## src/rtl/zx_bus_pkg.sv

```systemverilog
// Shared constants and bus-cycle decode for the zx48 CPU bus responder.
package zx_bus_pkg;

    localparam int unsigned TPF_DEF  = 69888;
    localparam int unsigned INTW_DEF = 32;
    localparam int unsigned CW_DEF   = 17;

    localparam int unsigned KBD_ROWS = 8;
    localparam int unsigned KBD_COLS = 5;
    localparam int unsigned KBD_W    = KBD_ROWS * KBD_COLS;

    localparam logic [15:0] PORT_ULA_MASK = 16'h0001;
    localparam logic [1:0]  ROM_PAGE      = 2'b00;
    localparam logic [7:0]  FLOAT_BUS     = 8'hFF;

    typedef struct packed {
        logic mem_rd;
        logic mem_wr;
        logic io_ula;
        logic int_ack;
    } cycle_t;

    // Classify the current bus cycle from the raw active-low strobes.
    function automatic cycle_t decode_cycle(
        input logic        rfsh,
        input logic        mreq,
        input logic        iorq,
        input logic        m1,
        input logic        rd,
        input logic        wr,
        input logic [15:0] a
    );
        cycle_t c;
        c.mem_rd  = !mreq && !rd && rfsh;
        c.mem_wr  = !mreq && !wr;
        c.io_ula  = !iorq && m1 && ((a & PORT_ULA_MASK) == 16'h0000);
        c.int_ack = !iorq && !m1;
        return c;
    endfunction

endpackage

```

## src/rtl/zx_kbd_scan.sv

```systemverilog
// Keyboard matrix scan: AND of every half-row whose select line is low.
module zx_kbd_scan
    import zx_bus_pkg::*;
(
    input  logic [KBD_ROWS-1:0] sel,
    input  logic [KBD_W-1:0]    kbd,
    output logic [KBD_COLS-1:0] keys
);

    always_comb begin
        keys = '1;
        for (int r = 0; r < int'(KBD_ROWS); r++) begin
            if (!sel[r]) begin
                keys = keys & kbd[r*KBD_COLS +: KBD_COLS];
            end
        end
    end

endmodule

```

## src/rtl/zx_bus_responder.sv

```systemverilog
// Z80 bus slave for the zx48 core: ULA port 0xFE, read-data mux,
// ROM-protected memory write strobe and the 50 Hz frame interrupt.
module zx_bus_responder
    import zx_bus_pkg::*;
#(
    parameter int unsigned TPF  = TPF_DEF,
    parameter int unsigned INTW = INTW_DEF,
    parameter int unsigned CW   = CW_DEF
)(
    input  logic              clock,
    input  logic              reset,
    input  logic              ce,
    input  logic              rfsh,
    input  logic              mreq,
    input  logic              iorq,
    input  logic              m1,
    input  logic              rd,
    input  logic              wr,
    input  logic [15:0]       a,
    input  logic [7:0]        d,
    input  logic [7:0]        md,
    input  logic [KBD_W-1:0]  kbd,
    input  logic              ear,
    output logic [7:0]        q,
    output logic              mi,
    output logic              we,
    output logic [2:0]        border,
    output logic              mic,
    output logic              speaker
);

    cycle_t              cyc;
    logic [KBD_COLS-1:0] keys;
    logic [CW-1:0]       count;
    logic                wr_q;
    logic                wr_fall;

    assign cyc     = decode_cycle(rfsh, mreq, iorq, m1, rd, wr, a);
    assign wr_fall = wr_q && !wr;

    zx_kbd_scan u_kbd_scan (
        .sel  (a[15:8]),
        .kbd  (kbd),
        .keys (keys)
    );

    // Edge detection runs every clock; only the frame counter follows ce.
    always_ff @(posedge clock) begin
        if (reset) begin
            count   <= '0;
            mi      <= 1'b1;
            wr_q    <= 1'b1;
            we      <= 1'b0;
            border  <= 3'd0;
            mic     <= 1'b0;
            speaker <= 1'b0;
        end else begin
            wr_q <= wr;
            we   <= wr_fall && cyc.mem_wr && (a[15:14] != ROM_PAGE);
            if (wr_fall && cyc.io_ula) begin
                border  <= d[2:0];
                mic     <= d[3];
                speaker <= d[4];
            end
            mi <= !(count < CW'(INTW));
            if (ce) begin
                count <= (count == CW'(TPF - 1)) ? '0 : count + CW'(1);
            end
        end
    end

    // Read-data mux; interrupt acknowledge wins even over a stray mreq.
    always_comb begin
        q = FLOAT_BUS;
        if (cyc.int_ack) begin
            q = FLOAT_BUS;
        end else if (cyc.mem_rd) begin
            q = md;
        end else if (cyc.io_ula && !rd) begin
            q = {1'b1, ear, 1'b1, keys};
        end
    end

endmodule

```

## config.mk

```make
export PLATFORM = sky130hd
export DESIGN_NAME = zx_bus_responder
export DESIGN_NICKNAME = d
export VERILOG_FILES = /design/src/rtl/zx_bus_pkg.sv /design/src/rtl/zx_kbd_scan.sv /design/src/rtl/zx_bus_responder.sv
export SDC_FILE = /design/constraint.sdc
export NUM_CORES = 1
export LEC_CHECK = 0
export BUFFER_PORTS_ARGS = -buffer_cell sky130_fd_sc_hd__buf_4
export CAP_MARGIN = 20
export CORE_ASPECT_RATIO = 0.7
export CORE_UTILIZATION = 40
export DETAILED_ROUTE_END_ITERATION = 10
export PLACE_DENSITY = 0.8
export SLEW_MARGIN = 30
export SYNTH_ARGS = -nofsm -noshare
export SYNTH_HDL_FRONTEND = slang
export SYNTH_HIERARCHICAL = 1
export SYNTH_SLANG_ARGS = --single-unit
```

## constraint.sdc

```tcl
create_clock -name clock -period 1.8 [get_ports clock]
set_input_delay 0.18 -clock clock [delete_from_list [all_inputs] [get_ports clock]]
set_output_delay 0.18 -clock clock [all_outputs]
set_load 0.005 [all_outputs]
```

==> run_results.csv, run 1 <==
group,metric,value,unit
status,outcome,"completed",
global_routing,grt_pass1_vias,1392,
global_routing,grt_pass1_wl,6750,um
routing,via_per_inst,5.51,
routing,vias,1527,
place,routabilityCongestion,1.02,
yosys,synthTopCellsByArea,"dfxtp_1, o22ai_1, xnor2_1",
pwr,p_leak,0.873,nW
pwr,p_per_area,554,nW/um^2
timing,fin_skew,0.00262,ns
clock_tree,cts_htree_levels,1,
timing,setup_viol,0,
clock_tree,clockBufferDepth,2,
clock_tree,root_buffer,"clkbuf_8",
routing,initialDrtViolationCount,157,
floorplanning,core,2940,sq um
clock_tree,clk_pin_slew,0.08,ns
critical_path,critical-path-top-delay-family,"simple AND/OR/NAND/NOR gates",
finish,drive_gt1_share,40.7,%
timing,fin_crit_sh,92.5,%
finish,fin_nets,325,
global_routing,grt_overflow,0,
clock_tree,numCtsBuffers,3,
global_routing,antenna_found_initial,0,
critical_path,crit_arrival,1.83,ns
timing,relSlewSlack,63.9,%
timing,rsz0062_at_grt,"false",
clock_tree,insertion_delay,0.26,ns
timing,layout_min_cycle_time,1.67,ns
global_routing,grt_start_max_net_pins,15,
floorplanning,pin_count,97,
critical_path,critPathBufInv,1,
finish,fin_util,69.1,%
place,numPortBuffers,86,
global_routing,use_met1,36.2,%
routing,antenna_left,0,
routing,wire_per_inst,15.4,um
critical_path,crit_fanout,9,
clock_tree,hold_buffers,0,
critical_path,cpPeakStageDelay,0.52,ns
yosys,yosysTopAreaCell,"dfxtp_1",
routing,wirelength,4270,um
critical_path,critPathKind,"reg -> reg",
finish,syn2layout_area_growth,55.2,%
clock_tree,cts.sinks,25,
place,dp_slack,0.157,ns
pwr,ir_drop,528,uV
critical_path,cp_slowest_cell,"or4_1",
yosys,syn_nets,235,
critical_path,worstPathRequired,1.96,ns
routing,drc,0,
global_routing,met3_usage,5.52,%
floorplanning,die_y,49.9,um
timing,slew_violations,0,
critical_path,crit_chain,"or4_1 -> nor4_2 -> a41o_1 -> buf_4 -> nor2_1",
timing,finalHoldViolCount,0,
yosys,netlist_area,1310,sq um
yosys,yosysTopAreaCellShare,38.2,%
routing,first_pass_iters,4,
timing,holdWs,0.0922,ns
timing,setup_slack,0.134,ns
yosys,synth-seq-cells,25,
yosys,avgSynthCellArea,8.62,sq um
timing,setup-tns-final,0,ns
floorplanning,initial_core_util,44.5,%
floorplanning,rows,16,
global_routing,met2_usage,37.3,%
yosys,synth.distinct_cells,27,
floorplanning,fp.dieW,70.4,um
critical_path,worstSetupEndpointType,"flip-flop",
run,cap_violations,0,
clock_tree,cts_tree,"done",
global_routing,globalRoute.busiestLayer,"met2",
yosys,netlist_instances,152,
place,dpl.hpwl,3580,um
yosys,seq_area_frac_synth,38.2,%
finish,antenna_cells,0,
clock_tree,post_cts_buffers,0,
critical_path,start_kind,"flip-flop",
floorplanning,dieArea,3510,sq um
timing,worstMarginPinSlew,0.538,ns
timing,fmax,600,MHz
clock_tree,cts-resized-gates,0,
global_routing,groute.usage.overall,24.9,%
worst_hold_path,hold_path_class,"in -> reg",
yosys,yosysWarnings,6,
-- cells in the final DEF, fill, tap and decap left out, types with 2 or more instances in the layout --
| cell type | Yosys | routed |
|---|---|---|
| nand3_1 | 5 | 5 |
| mux2i_1 | 6 | 6 |
| nand4_1 | 8 | 8 |
| nor3_1 | 2 | 2 |
| o22ai_1 | 20 | 20 |
| xor2_1 | 3 | 3 |
| nor4_1 | 12 | 12 |
| dfxtp_1 | 25 | 25 |
| nor2_1 | 29 | 29 |
| or2_2 | 3 | 3 |
| buf_4 | 0 | 90 |
| nand2_1 | 5 | 5 |
| clkbuf_8 | 0 | 3 |
| xnor2_1 | 13 | 13 |
| o22a_1 | 6 | 6 |
-- power by group --
group | internal, W | switching (W) | total, W
logic | 0.000150 | 0.0000857 | 0.000236
clock network | 0.000154 | 0.000166 | 0.000321
registers | 0.000563 | 0.00000653 | 0.000569
total | 0.000867 | 0.000258 | 0.00113
-- metrics by stage --
step / instances / instance area (sq um) / total power, W
floorplan: 152 / 1310 / 0.000656
global placement: 273 / 1990 / 0.000811
detailed placement: 273 / 1990 / 0.000816
CTS: 277 / 2030 / 0.00113
global route: 277 / 2030 / 0.00118
finish: 277 / 2030 / 0.00113
-- final cells by class --
type,instances,area (sq um)
well taps,36,45.0
repair buffers,90,676
flip-flops and latches,25,500
multi-input cells,121,762
fillers,252,910
inverters,1,3.75
clock buffers,3,41.3
clock inverters,1,5.00
-- metal layers --
metal | vias to the layer above | wire length [um]
li1 | 757 | -
met1 | 716 | 2090
met2 | 44 | 1900
met3 | 10 | 218
met4 | 0 | 68
met5 | - | 0
-- cell families after synthesis --
kind of cell / share of synthesized area, %
mux: 4.58
buf+inv: 3.63
compound gates: 15.1
xor+xnor: 10.7
simple gates: 26.8
fa+ha+maj: 0.955
flops: 38.2
-- state kept, by name, summed over array words and instances (netlist names) --
register  flops
mi            1
wr_q          1
mic           1
we            1
border        3
speaker       1
count        17
-- cells in the mapped netlist, drive strengths merged --
cell type	instances
o21ai	1
a21oi	1
mux2i	6
xnor2	13
nor4	13
nor3	2
nand4	8
inv	1
dfxtp	25
nand2	5
o22ai	20
or2	3
ha	1
or4	1
o22a	6
nor3b	1
nor2	29
nand3	5
a41o	1
buf	3
xor2	3
nand4b	1
clkbuf	2
nor4b	1
-- final timing paths --
| kind | cells after the start | start | end | slack [ns] |
|---|---|---|---|---|
| setup / recovery | 5 | count[13] | count[16] | 0.13 |
| hold / removal | 2 | mreq | we | 0.09 |
| setup reg to reg | 5 | count[13] | count[16] | 0.13 |
| hold reg to reg | 1 | wr_q | we | 0.49 |
Power figures use the tool's default switching activity.
==> inputs of run 2 (changes only) <==
--- a/config.mk
+++ b/config.mk
@@ -8,11 +8,10 @@
 export BUFFER_PORTS_ARGS = -buffer_cell sky130_fd_sc_hd__buf_4
 export CAP_MARGIN = 20
 export CORE_ASPECT_RATIO = 0.7
-export CORE_UTILIZATION = 40
+export CORE_UTILIZATION = 41
 export DETAILED_ROUTE_END_ITERATION = 10
 export PLACE_DENSITY = 0.8
 export SLEW_MARGIN = 30
 export SYNTH_ARGS = -nofsm -noshare
 export SYNTH_HDL_FRONTEND = slang
-export SYNTH_HIERARCHICAL = 1
 export SYNTH_SLANG_ARGS = --single-unit
==> run_results.csv, run 2 <==
group,metric,value,unit
status,outcome,"completed",
run,cap_violations,0,
place,routabilityCongestion,0.901,
finish,final_common_cell,"buf_4",
routing,vias,1464,
yosys,yosysMostFrequentCell,"dfxtp_1",
timing,layout_min_cycle_time,1.67,ns
pwr,p_clk_share,29.4,%
yosys,synthTopCellsByCount,"dfxtp_1, o22ai_1, nor2_1",
pwr,p_switching,0.000276,W
yosys,seq_area_frac_synth,36.5,%
timing,rsz0062_at_grt,"false",
floorplanning,die_y,50.4,um
floorplanning,dieArea,3580,sq um
pwr,seq_power_share,49.8,%
floorplanning,initial_core_util,43.2,%
finish,mostFrequentLayoutCells,"buf_4, dfxtp_1, o22ai_1, nor2_1",
yosys,synth_edf_count,0,
yosys,synth-async-reset-ratio,0,%
floorplanning,pin_count,97,
critical_path,cpPeakStageDelay,0.55,ns
clock_tree,cts_tree,"done",
clock_tree,clockBufferDepth,2,
critical_path,worstPathRequired,1.96,ns
yosys,yosysWarnings,0,
global_routing,grt_overflow,0,
yosys,syn_nets,235,
routing,drc,0,
critical_path,cp_slowest_cell,"or4_4",
floorplanning,rows,17,
routing,wirelength,4270,um
routing,antenna_left,0,
pwr,ir_drop,418,uV
finish,instances_no_fill,278,
pwr,switching_share,24.1,%
floorplanning,core,3170,sq um
pwr,power_frac_comb,20.8,%
global_routing,antenna_found_initial,0,
yosys,synth-seq-cells,25,
timing,setup-tns-final,0,ns
yosys,synthTopCellsByArea,"dfxtp_1, o22ai_1, xnor2_1",
yosys,netlist_instances,152,
pwr,finalPower,0.00114,W
critical_path,start_kind,"flip-flop",
finish,drive_gt1_share,45.4,%
clock_tree,cts.sinks,25,
timing,fin_skew,0.00302,ns
pwr,p_leak,0.870,nW
global_routing,groute.usage.overall,25.1,%
finish,syn2layout_area_growth,51.7,%
timing,worstMarginPinSlew,0.588,ns
timing,fin_crit_sh,92.8,%
clock_tree,insertion_delay,0.27,ns
timing,fmax,598,MHz
critical_path,critPathKind,"reg -> reg",
pwr,power.internal,0.000868,W
yosys,synth.distinct_cells,29,
clock_tree,clk_pin_slew,0.09,ns
routing,via_per_inst,5.27,
clock_tree,root_buffer,"clkbuf_8",
place,dpl.hpwl,3460,um
place,numPortBuffers,86,
global_routing,grt_pass1_vias,1405,
yosys,netlist_area,1370,sq um
routing,initialDrtViolationCount,73,
critical_path,crit_chain,"or4_4 -> nor4_4 -> a41o_4 -> nor2_1",
finish,antenna_cells,0,
finish,largest_reg_flops,17,
critical_path,crit_arrival,1.83,ns
timing,relSlewSlack,60.5,%
finish,fillCellCount,269,
yosys,avgSynthCellArea,9.01,sq um
yosys,yosysTopAreaCellShare,36.5,%
finish,fin_nets,324,
timing,slew_violations,0,
global_routing,grt_start_max_net_pins,17,
clock_tree,numCtsBuffers,3,
place,placedCellCount,274,
finish,reg.largest.list,"count: 17 flops, border: 3 flops",
routing,wire_per_inst,15.4,um
clock_tree,cts_htree_levels,1,
yosys,synth_top_flop_cell,"dfxtp_1",
timing,setup_viol,0,
yosys,yosysTopAreaCell,"dfxtp_1",
floorplanning,fp.dieW,71.1,um
global_routing,grt_pass1_wl,6840,um
timing,finalHoldViolCount,0,
critical_path,worstSetupEndpointType,"flip-flop",
finish,regMostFlops,"count",
critical_path,crit_fanout,16,
worst_hold_path,hold_path_class,"in -> reg",
clock_tree,post_cts_buffers,0,
routing,first_pass_iters,6,
pwr,p_per_area,551,nW/um^2
-- run 2: worst paths after layout --
kind | depth (start not counted) | slack, ns | end | startpoint
worst min-delay path | 2 | 0.08 | we | mreq
worst min register to register | 1 | 0.48 | we | wr_q
worst max register to register | 4 | 0.13 | count[7] | count[11]
worst max-delay path | 4 | 0.13 | count[7] | count[11]
-- run 2: area by class of cell --
type                            count  area [sq um]  area share [%]
Clock buffer                        3          41.3            1.99
Tap cell                           38          47.5            2.29
Sequential cell                    25           500            24.1
Multi-Input combinational cell    120           810            39.0
Timing Repair Buffer               88           661            31.8
Inverter                            3          11.3           0.542
Clock inverter                      1          7.51           0.361
-- run 2: timing repair --
item	in CTS	in global routing
gates resized for setup	0	1
hold buffers	0	0
endpoints found under the hold margin	0	0
setup endpoints to repair	0	1
-- run 2: power groups by stage --
stage / clock, W / combinational, W / sequential (W)
floorplan: 0 / 0.0000803 / 0.000582
global placement: 0 / 0.000232 / 0.000582
detailed placement: 0 / 0.000235 / 0.000583
CTS: 0.000342 / 0.000235 / 0.000570
global route: 0.000372 / 0.000255 / 0.000571
finish: 0.000337 / 0.000238 / 0.000570
-- run 2: through the flow --
| stage | util [%] | area (sq um) | hold WS [ns] | setup WS, ns |
|---|---|---|---|---|
| CTS | 65.5 | 2080 | 0.0785 | 0.127 |
| detailed placement | 64.0 | 2030 | 0.370 | 0.136 |
| floorplan | - | 1370 | 0.256 | 0.212 |
| global route | 65.6 | 2080 | 0.0720 | 0.0183 |
| global placement | 64.0 | 2030 | 0.370 | 0.149 |
| finish | 65.6 | 2080 | 0.0805 | 0.129 |
-- run 2: critical path, delay by kind of cell, from the launching register on --
| family | cells | cell delay (ns) |
|---|---|---|
| simple gates | 3 | 0.81 |
| compound gates | 1 | 0.41 |
| flops | 1 | 0.34 |
-- run 2: metal layers --
metal  wire length, um  track usage, %
met4                51            4.33
met5                 0               0
met1              2120            35.8
met3               238            6.63
met2              1860            38.5
-- run 2: kinds of logic after synthesis --
| group | count (synthesis) | share of synthesized area, % |
|---|---|---|
| simple gates | 68 | 28.1 |
| compound gates | 29 | 15.3 |
| flops | 25 | 36.5 |
| xor+xnor | 16 | 10.2 |
| buf+inv | 7 | 4.57 |
| mux | 6 | 4.38 |
| fa+ha+maj | 1 | 0.913 |
